**src/rtl/ysyx_24070003_ifu_pkg.sv**
```systemverilog
// Shared IFU definitions: default reset PC, fetch FSM encoding, instruction-queue entry layout.
// Latency: n/a (types and constants only).
// Backpressure: n/a. Decode and BTB-update logic reuse the entry layout to unpack queue heads.
package ysyx_24070003_ifu_pkg;

  localparam logic [31:0] IFU_RESET_PC = 32'h3000_0000;

  typedef enum logic [1:0] {
    ST_IDLE = 2'd0,  // queue has no room for another response
    ST_REQ  = 2'd1,  // request held on the bus until accepted
    ST_WAIT = 2'd2   // one request outstanding, waiting for its response
  } ifu_state_e;

  // Queue entry, MSB first: pc[97:66] inst[65:34] pred_taken[33] pred_pc[32:1] err[0]
  typedef struct packed {
    logic [31:0] pc;
    logic [31:0] inst;
    logic        pred_taken;
    logic [31:0] pred_pc;
    logic        err;
  } ifq_entry_t;

  localparam int IFQ_ENTRY_W = $bits(ifq_entry_t);

endpackage

```
**src/rtl/ysyx_24070003_ifu_queue.sv**
```systemverilog
// Circular FIFO with flush; head entry is driven combinationally from storage.
// Latency: a push is visible at the head one cycle later; pop takes effect at the clock edge.
// Backpressure: push into a full queue and pop from an empty one are ignored; flush wins over both.
// Ports: clock/reset, flush, push/push_data, pop, head_valid/head_data, count.
module ysyx_24070003_ifu_queue #(
  parameter int DEPTH = 2,
  parameter int WIDTH = 32,
  localparam int AW = (DEPTH > 1) ? $clog2(DEPTH) : 1,
  localparam int CW = $clog2(DEPTH) + 1
) (
  input  logic             clock,
  input  logic             reset,
  input  logic             flush,
  input  logic             push,
  input  logic [WIDTH-1:0] push_data,
  input  logic             pop,
  output logic             head_valid,
  output logic [WIDTH-1:0] head_data,
  output logic [CW-1:0]    count
);

  logic [WIDTH-1:0] mem [DEPTH];
  logic [AW-1:0]    head_ptr;
  logic [AW-1:0]    tail_ptr;
  logic             do_push;
  logic             do_pop;

  assign do_push    = push & (count != CW'(DEPTH));
  assign do_pop     = pop & (count != '0);
  assign head_valid = (count != '0);
  assign head_data  = mem[head_ptr];

  // DEPTH is a power of two, so pointer wrap is plain binary overflow.
  always_ff @(posedge clock or negedge reset) begin
    if (!reset) begin
      head_ptr <= '0;
      tail_ptr <= '0;
      count    <= '0;
      for (int i = 0; i < DEPTH; i++) begin
        mem[i] <= '0;
      end
    end else if (flush) begin
      head_ptr <= '0;
      tail_ptr <= '0;
      count    <= '0;
    end else begin
      if (do_push) begin
        mem[tail_ptr] <= push_data;
        tail_ptr      <= tail_ptr + AW'(1);
      end
      if (do_pop) begin
        head_ptr <= head_ptr + AW'(1);
      end
      case ({do_push, do_pop})
        2'b10:   count <= count + CW'(1);
        2'b01:   count <= count - CW'(1);
        default: count <= count;
      endcase
    end
  end

endmodule

```
**src/rtl/ysyx_24070003_ifu.sv**
```systemverilog
// Fetch stage: owns the fetch PC, follows BTB predictions, one outstanding imem request, queue to decode.
// Latency: request one cycle after room appears; response visible at out_* the cycle after it returns.
// Backpressure: no request is issued unless the queue can hold its response; redirect flushes and drops stale data.
// Ports: btb_* (PC out, prediction in), ifetch_req_* / ifetch_rsp_* (imem), redirect_* (EXU), out_* (decoder).
module ysyx_24070003_ifu
  import ysyx_24070003_ifu_pkg::*;
#(
  parameter logic [31:0] RESET_PC = IFU_RESET_PC,
  parameter int          QDEPTH   = 2
) (
  input  logic        clock,
  input  logic        reset,
  output logic [31:0] btb_cur_pc,
  input  logic [31:0] btb_pred_pc,
  input  logic        btb_pred_valid,
  output logic        ifetch_req_valid,
  input  logic        ifetch_req_ready,
  output logic [31:0] ifetch_req_addr,
  input  logic        ifetch_rsp_valid,
  input  logic [31:0] ifetch_rsp_data,
  input  logic        ifetch_rsp_err,
  input  logic        redirect_valid,
  input  logic [31:0] redirect_pc,
  output logic        out_valid,
  input  logic        out_ready,
  output logic [31:0] out_pc,
  output logic [31:0] out_inst,
  output logic        out_pred_taken,
  output logic [31:0] out_pred_pc,
  output logic        out_err
);

  localparam int CW = $clog2(QDEPTH) + 1;

  ifu_state_e    state;
  logic [31:0]   pc;
  logic          req_valid;
  logic [31:0]   req_addr;
  logic [31:0]   inflight_pc;
  logic          inflight_taken;
  logic [31:0]   inflight_pred_pc;
  // Set while the held or outstanding request belongs to a path that a redirect abandoned.
  logic          drop;

  logic          accept;
  logic          push;
  logic          pop;
  logic [31:0]   chosen_pc;
  logic [CW-1:0] q_count;
  logic [CW-1:0] count_after;
  logic          room_after;
  logic          q_valid;
  ifq_entry_t    push_ent;
  ifq_entry_t    head_ent;

  assign btb_cur_pc       = pc;
  assign ifetch_req_valid = req_valid;
  assign ifetch_req_addr  = req_addr;

  assign accept    = req_valid & ifetch_req_ready;
  assign chosen_pc = btb_pred_valid ? btb_pred_pc : pc + 32'd4;
  assign push      = (state == ST_WAIT) & ifetch_rsp_valid & ~drop & ~redirect_valid;
  assign pop       = q_valid & out_ready & ~redirect_valid;

  // Occupancy after this edge; decides whether WAIT may chain straight into another request.
  always_comb begin
    count_after = q_count;
    if (redirect_valid) begin
      count_after = '0;
    end else begin
      if (push) count_after = count_after + CW'(1);
      if (pop)  count_after = count_after - CW'(1);
    end
  end

  assign room_after = (count_after < CW'(QDEPTH));

  always_comb begin
    push_ent            = '0;
    push_ent.pc         = inflight_pc;
    push_ent.inst       = ifetch_rsp_data;
    push_ent.pred_taken = inflight_taken;
    push_ent.pred_pc    = inflight_pred_pc;
    push_ent.err        = ifetch_rsp_err;
  end

  always_ff @(posedge clock or negedge reset) begin
    if (!reset) begin
      state            <= ST_IDLE;
      pc               <= RESET_PC;
      req_valid        <= 1'b0;
      req_addr         <= RESET_PC;
      inflight_pc      <= '0;
      inflight_taken   <= 1'b0;
      inflight_pred_pc <= '0;
      drop             <= 1'b0;
    end else begin
      case (state)
        ST_IDLE: begin
          if (redirect_valid) begin
            pc <= redirect_pc;
          end else if (q_count < CW'(QDEPTH)) begin
            state     <= ST_REQ;
            req_valid <= 1'b1;
            req_addr  <= pc;
          end
        end

        ST_REQ: begin
          // The held request keeps its address; it is only marked stale.
          if (redirect_valid) begin
            pc   <= redirect_pc;
            drop <= 1'b1;
          end
          if (accept) begin
            inflight_pc      <= req_addr;
            inflight_taken   <= btb_pred_valid;
            inflight_pred_pc <= chosen_pc;
            // A stale request must not advance pc past the redirect target.
            if (!redirect_valid && !drop) begin
              pc <= chosen_pc;
            end
            req_valid <= 1'b0;
            state     <= ST_WAIT;
          end
        end

        ST_WAIT: begin
          if (redirect_valid) begin
            pc <= redirect_pc;
          end
          if (ifetch_rsp_valid) begin
            drop <= 1'b0;
            if (room_after) begin
              state     <= ST_REQ;
              req_valid <= 1'b1;
              req_addr  <= redirect_valid ? redirect_pc : pc;
            end else begin
              state <= ST_IDLE;
            end
          end else if (redirect_valid) begin
            drop <= 1'b1;
          end
        end

        default: begin
          state     <= ST_IDLE;
          req_valid <= 1'b0;
        end
      endcase
    end
  end

  ysyx_24070003_ifu_queue #(
    .DEPTH (QDEPTH),
    .WIDTH (IFQ_ENTRY_W)
  ) u_queue (
    .clock      (clock),
    .reset      (reset),
    .flush      (redirect_valid),
    .push       (push),
    .push_data  (push_ent),
    .pop        (pop),
    .head_valid (q_valid),
    .head_data  (head_ent),
    .count      (q_count)
  );

  assign out_valid      = q_valid;
  assign out_pc         = head_ent.pc;
  assign out_inst       = head_ent.inst;
  assign out_pred_taken = head_ent.pred_taken;
  assign out_pred_pc    = head_ent.pred_pc;
  assign out_err        = head_ent.err;

endmodule

```
**config.mk**
```make
export PLATFORM = sky130hd
export DESIGN_NAME = ysyx_24070003_ifu
export DESIGN_NICKNAME = d
export VERILOG_FILES = /design/src/rtl/ysyx_24070003_ifu_pkg.sv /design/src/rtl/ysyx_24070003_ifu_queue.sv /design/src/rtl/ysyx_24070003_ifu.sv
export SDC_FILE = /design/constraint.sdc
export NUM_CORES = 1
export LEC_CHECK = 0
export CAP_MARGIN = 40
export CORE_ASPECT_RATIO = 0.9
export CORE_MARGIN = 2
export CORE_UTILIZATION = 58
export CTS_CLUSTER_DIAMETER = 60
export CTS_CLUSTER_SIZE = 14
export DETAILED_ROUTE_END_ITERATION = 8
export PLACE_DENSITY = 0.87
export SLEW_MARGIN = 20
export SYNTH_ARGS = -nofsm -noshare
export SYNTH_HDL_FRONTEND = slang
export SYNTH_SLANG_ARGS = --single-unit
```
**constraint.sdc**
```tcl
create_clock -name clock -period 4.6 [get_ports clock]
set_input_delay 0.92 -clock clock [delete_from_list [all_inputs] [get_ports clock]]
set_output_delay 0.92 -clock clock [all_outputs]
set_load 0.005 [all_outputs]
```
### Word-level counts from Yosys, hierarchy flattened

Cells that the tools add are included.

* add/subtract/negate cells: 6
* reduce and logical (&&, ||, !) cells: 18
* shift operators: 0
* eq/ne operators: 10
* bitwise operators: 12
* multipliers: 0
* divide/modulo/power cells: 0
* magnitude comparators: 5
* mux-type cells: 41

Operators with widths (number)
* two-way mux 98 bit: 4
* two-way mux 32 bit: 8
* bitwise mux 196 bit: 1
* case mux 32 bit (2 select lines): 2
* demux 98 bit (select 1 bit): 1
* adder 32 x 3 -> 32 bit, second input constant: 1
* two-way mux 2 bit: 9
* two-way mux 1 bit: 12
* inequality test 2 bit, second input constant: 6
* nonzero test 2 bit: 6
* AND reduction 5 bit: 2
* bitwise AND 1 bit: 8
* case mux 2 bit (3 select lines): 1
* == test 2 x 1 -> 1 bit, second input constant: 2
* == test 2 bit, second input constant: 2
* >= comparator 2 bit, second input constant: 2
* less-than comparator 2 bit, second input constant: 2
* NOT 1 -> 2 bit: 2
* case mux 2 bit (2 select lines): 1
* AND reduction 2 bit: 2
* AND reduction 4 bit: 1
* subtractor 2 x 1 -> 2 bit, second input constant: 2
* case mux 1 bit (3 select lines): 1
* nonzero test 3 bit: 1
* 9 further kinds: 13

* latch bits: 0
* memory bits (writable): 0
* register bits: 333
* bits of input ports: 104
* bits in read-only memories: 0
* memories kept: 0
* logic and storage cells: 105

### Longest topological paths before layout

* depth after elaboration: 13
* mapped depth: 11
* gate-level depth less buffers: 8

### Hierarchy

A second synthesis with hierarchy kept.

* cells, all modules: 1236
* area, all modules: 15442.3 um^2

By module, submodules not included
* ysyx_24070003_ifu_queue: instances 1, area each 8602.0 um^2, cells an instance 546
* ysyx_24070003_ifu: instances 1, area each 6840.3 um^2, cells an instance 690

### Least setup slack after synthesis

OpenSTA, ideal clock, no wires.

* path type: register to output
* start: register u_queue.head_ptr
* end: output out_inst[10]
* buffers on the path: 3
* arrival time: 1627 ps
* path slack: 2053 ps
* data required time: 3680 ps
* cell stages (with the launch flop): 5
* cell sequence: dfrtp_1 -> clkbuf_1 -> clkbuf_1 -> buf_1 -> mux2_2

* cells in the longest elaborated chain, start to end: 4

Ends and longest elaborated chain
* start, declared: RTL line ysyx_24070003_ifu_queue.sv:23 `logic [AW-1:0] head_ptr;`
* start signal, assigned: RTL line ysyx_24070003_ifu_queue.sv:52 `head_ptr <= head_ptr + AW'(1);`
* NOT 1 -> 2 bit (implied by the code): RTL line ysyx_24070003_ifu_queue.sv:31 `assign head_data = mem[head_ptr];`
* two-way mux 98 bit (implied by the code) (3 in series): RTL line ysyx_24070003_ifu_queue.sv:31
* end, declared: RTL line ysyx_24070003_ifu.sv:27 `output logic [31:0] out_inst,`

Every way passes these cells. The select of a mux whose other input is x is not followed.

### Worst setup path in the final report

* start: register u_queue.head_ptr
* end: output out_pc[3]

* cells in the longest elaborated chain, start to end: 4

Ends and longest elaborated chain
* NOT 1 -> 2 bit (implied by the code): RTL line ysyx_24070003_ifu_queue.sv:31
* two-way mux 98 bit (implied by the code) (3 in series): RTL line ysyx_24070003_ifu_queue.sv:31
* end, declared: RTL line ysyx_24070003_ifu.sv:26 `output logic [31:0] out_pc,`

Every way passes these cells. The select of a mux whose other input is x is not followed.

==> out/summary.log <==
INFO  die            floorplan.core_area=26200um^2
INFO  logic_synthesis synth_top_cell_by_area=sky130_fd_sc_hd__dfrtp_1
INFO  logic_synthesis synth-main-ff-cell=sky130_fd_sc_hd__dfrtp_1
INFO  setup_path     cp.required=3.68ns
INFO  cts            tritoncts=yes
INFO  power_and_ir_drop p_comb_share=36.3%
INFO  die            ios=268
INFO  logic_synthesis ys_warn_count=0
INFO  setup_path     worst_setup_path_end_kind=primary output
INFO  cts            ctsHoldBuffers=0
INFO  cts            clock-root-buffer=sky130_fd_sc_hd__clkbuf_16
INFO  cts            tritoncts.num_buffers=29
INFO  timing         final-hold-violation-count=0
INFO  die            floorplan.initialDensity=59.4%
INFO  die            die_area=28200um^2
INFO  cts            htreeDepth=1
INFO  power_and_ir_drop seq_power_share=42.7%
INFO  logic_synthesis area_fraction_of_the_dominant_cell_type_after_synthesis=52.9%
INFO  die            die_outline_width=177um
INFO  power_and_ir_drop power.switching=3.38mW
INFO  global_routing grt_max_degree=115
INFO  die            placementRows=56
INFO  timing         worst_slew_margin_rel=38.2%
INFO  timing         hold_ws=0.428ns
INFO  final_layout   drive_above_1_share=29.3%
INFO  final_layout   synthToLayoutAreaGrowth=24.6%
INFO  final_layout   fillCellCount=1728
INFO  setup_path     critical_path.max_fanout=35
INFO  timing         fin_crit_period=3.59ns
INFO  cts            clk_transition_reported_paths=0.06ns
INFO  logic_synthesis synthesis.instances=1247
INFO  cts            clock_tree.buffer_depth=3
INFO  placed_design  globalplace.congestion=0.892
INFO  power_and_ir_drop ir_worst_vdd=0.364mV
INFO  setup_path     depth_of_the_most_critical_reg_to_reg_path=9
INFO  final_layout   layout.cells.most_common=sky130_fd_sc_hd__dfrtp_1
INFO  final_layout   mostFrequentLayoutCells=sky130_fd_sc_hd__dfrtp_1 (328), sky130_fd_sc_hd__mux2_2 (327), sky130_fd_sc_hd__clkdlybuf4s50_1 (265)
INFO  global_routing initial_antenna_violation_count=2
INFO  detailed_routing detail_route.iter0.violations=893
INFO  power_and_ir_drop power.share.clock=20.9%
INFO  detailed_routing detail_route.drc_violations=0
INFO  power_and_ir_drop fin_total_pwr=10.8mW
INFO  detailed_routing detail_route.wl_per_cell=22.0um
INFO  detailed_routing route.final.wire_length=40900um
INFO  logic_synthesis ys_async_sr_fraction=100%
INFO  logic_synthesis synth_top_cells_by_area=sky130_fd_sc_hd__dfrtp_1 (53%), sky130_fd_sc_hd__mux2_2 (24%), sky130_fd_sc_hd__nand2_1 (3.8%)
INFO  logic_synthesis seq_area_frac_synth=53.5%
INFO  cts            cts.repair_timing.setup_buffer_count=0
INFO  setup_path     worst_r2r_endpoint=ifetch_req_addr[1]
INFO  placed_design  hpwl=28000um
INFO  placed_design  portBuffers=267
INFO  power_and_ir_drop p_leak=9.03nW
INFO  timing         sum_of_negative_setup_slack=0ns
INFO  cts            postcts_resize_cnt=0
INFO  timing         final.period_utilization=78.2%
INFO  detailed_routing drtPass1Iterations=5
INFO  final_layout   register_area=8340um^2
INFO  timing         final-setup-viol-count=0
INFO  power_and_ir_drop internal_cell_power=7.41mW
INFO  timing         worst_pin_slew=0.927ns
INFO  setup_path     critical_path_class=reg2out
INFO  setup_path     cp-start-kind=register
INFO  final_layout   layout.nets=1600
INFO  global_routing grt.total_usage=28.7%
INFO  logic_synthesis netlist_area=15600um^2
INFO  power_and_ir_drop cellPowerDensity=556nW/um^2
INFO  logic_synthesis post_synth_num_cell_types=62
INFO  detailed_routing postRouteAntennaNets=0
INFO  setup_path     critPathArrivalTime=2.67ns
INFO  timing         rsz0062_at_grt=no
INFO  global_routing grt_overflow_total=0
INFO  worst_hold_path worst_hold_path_type=in2async
INFO  global_routing via_count_of_the_first_global_routing_pass=11300
INFO  timing         maxClockFrequency=0.278GHz
INFO  logic_synthesis number_of_flops_mapped_to_enable_cells_by_yosys=0
INFO  logic_synthesis syn-num-nets=1359
INFO  die            die_y=159um
INFO  cts            clkLatencyLatePin=0.56ns
INFO  timing         report.final.slew_viol_count=0
INFO  global_routing grt_first_pass_wirelength=63500um
INFO  final_layout   multi_input_area=6840um^2
INFO  detailed_routing detailed_route_via_count=11100
INFO  timing         worst_clock_skew=0.0311ns
INFO  setup_path     timing.reg2reg.setup_slack=1.53ns
INFO  power_and_ir_drop netSwitchingFraction=31.3%
INFO  flow_run       maxCapViolCount=0
INFO  logic_synthesis synth_seq_cells=333
INFO  setup_path     r2r_start=state[0]
INFO  detailed_routing avgViaCountPerCell=5.96
INFO  outcome        run_status=finished clean
INFO  cts            clock_sink_count=333
INFO  logic_synthesis synth_area_per_cell=12.5um^2
[metal layers]
layer,vias up,part of all wire [%],track usage [%],wire (um)
li1,4922,-,-,-
met5,-,0,0,0
met2,502,47,45.8,19100
met4,0,4.1,10.6,1670
met3,109,8.8,7.19,3600
met1,5531,41,38.0,16600
[power by group through the flow]
stage | clock network [mW] | registers [mW] | logic (mW)
global placement | 0 | 4.58 | 3.80
detailed placement | 0 | 4.64 | 3.92
floorplan | 0 | 4.33 | 2.21
finish | 2.26 | 4.61 | 3.92
global route | 2.41 | 4.73 | 4.23
CTS | 2.29 | 4.60 | 3.95
[registers in the layout, indices dropped and copies added, names as in the netlist]
signal            count
u_queue.tail_ptr      1
inflight_taken        1
u_queue.mem         196
u_queue.count         2
drop                  1
btb_cur_pc           32
ifetch_req_addr      32
state                 2
inflight_pred_pc     32
inflight_pc          32
ifetch_req_valid      1
u_queue.head_ptr      1
[critical path: stages (launching register included)]
cell,delay [ns]
sky130_fd_sc_hd__dfrtp_4,0.78
sky130_fd_sc_hd__buf_4,0.46
sky130_fd_sc_hd__mux2_2,0.38
sky130_fd_sc_hd__clkdlybuf4s50_1,0.48
[cell usage after synthesis (2+ instances only)]
master	n
sky130_fd_sc_hd__o32ai_1	5
sky130_fd_sc_hd__buf_2	22
sky130_fd_sc_hd__xnor2_1	15
sky130_fd_sc_hd__nor2_1	29
sky130_fd_sc_hd__a22oi_1	2
sky130_fd_sc_hd__nand3_2	2
sky130_fd_sc_hd__nor4_1	6
sky130_fd_sc_hd__o21ai_1	2
sky130_fd_sc_hd__dfrtp_1	329
sky130_fd_sc_hd__mux2_4	30
sky130_fd_sc_hd__nand2b_1	6
sky130_fd_sc_hd__nand3_1	22
sky130_fd_sc_hd__o22ai_1	18
sky130_fd_sc_hd__and3_1	13
sky130_fd_sc_hd__and2_1	3
sky130_fd_sc_hd__nand2_1	157
sky130_fd_sc_hd__buf_1	8
sky130_fd_sc_hd__o22a_1	9
sky130_fd_sc_hd__a211oi_1	3
sky130_fd_sc_hd__inv_1	11
sky130_fd_sc_hd__nor3_2	2
sky130_fd_sc_hd__a31oi_1	8
sky130_fd_sc_hd__mux2i_1	15
sky130_fd_sc_hd__clkbuf_1	42
sky130_fd_sc_hd__nor3_1	7
sky130_fd_sc_hd__o21ai_0	46
sky130_fd_sc_hd__ha_1	8
sky130_fd_sc_hd__buf_4	2
sky130_fd_sc_hd__a21oi_1	38
sky130_fd_sc_hd__a41oi_1	2
sky130_fd_sc_hd__mux2_2	327
sky130_fd_sc_hd__nand4_1	8
sky130_fd_sc_hd__buf_12	3
sky130_fd_sc_hd__a2bb2oi_1	2
sky130_fd_sc_hd__dfstp_2	4
sky130_fd_sc_hd__xor2_1	15
[cell type report]
type / count / share of cell area [%]
inverter: 12 / 0.232
sequential: 333 / 43.0
timing repair buffer: 288 / 14.9
antenna: 3 / 0.0387
clock inverter: 6 / 0.219
multi-input combinational: 824 / 35.3
tap: 348 / 2.24
clock buffer: 42 / 4.15
[stage by stage]
step | worst slack, ns | cell area (um^2) | std cells | utilization [%]
floorplan | 2.05 | 15600 | 1247 | -
global placement | 0.897 | 18500 | 1803 | 70.7
detailed placement | 0.856 | 18600 | 1805 | 70.8
CTS | 0.981 | 19400 | 1853 | 74.0
global route | 0.904 | 19400 | 1853 | 74.0
finish | 1.01 | 19400 | 1856 | 74.1
[worst max path at each step]
stage	start	endpoint	slack (ns)	cells past startpoint
final	u_queue.head_ptr	out_pc[3]	1.01	3
after global routing	u_queue.head_ptr	out_pred_pc[26]	0.90	3
after CTS	u_queue.head_ptr	out_pred_pc[31]	0.98	3
after detailed placement	redirect_valid	ifetch_req_addr[1]	0.86	8
after global placement	redirect_valid	ifetch_req_addr[1]	0.90	8
after floorplan	u_queue.head_ptr	out_inst[10]	2.05	4
[logic make-up after synthesis]
family	Yosys count	synth area share [%]
AOI/OAI and AO/OA	147	5.86
and+or+nand+nor	267	8.03
adders and majority gates	8	0.643
buffers and inverters	90	2.76
xor gates and xnor gates	30	1.69
muxes	372	27.5
DFF	333	53.5
No activity file was read; power rests on OpenSTA's default activity.
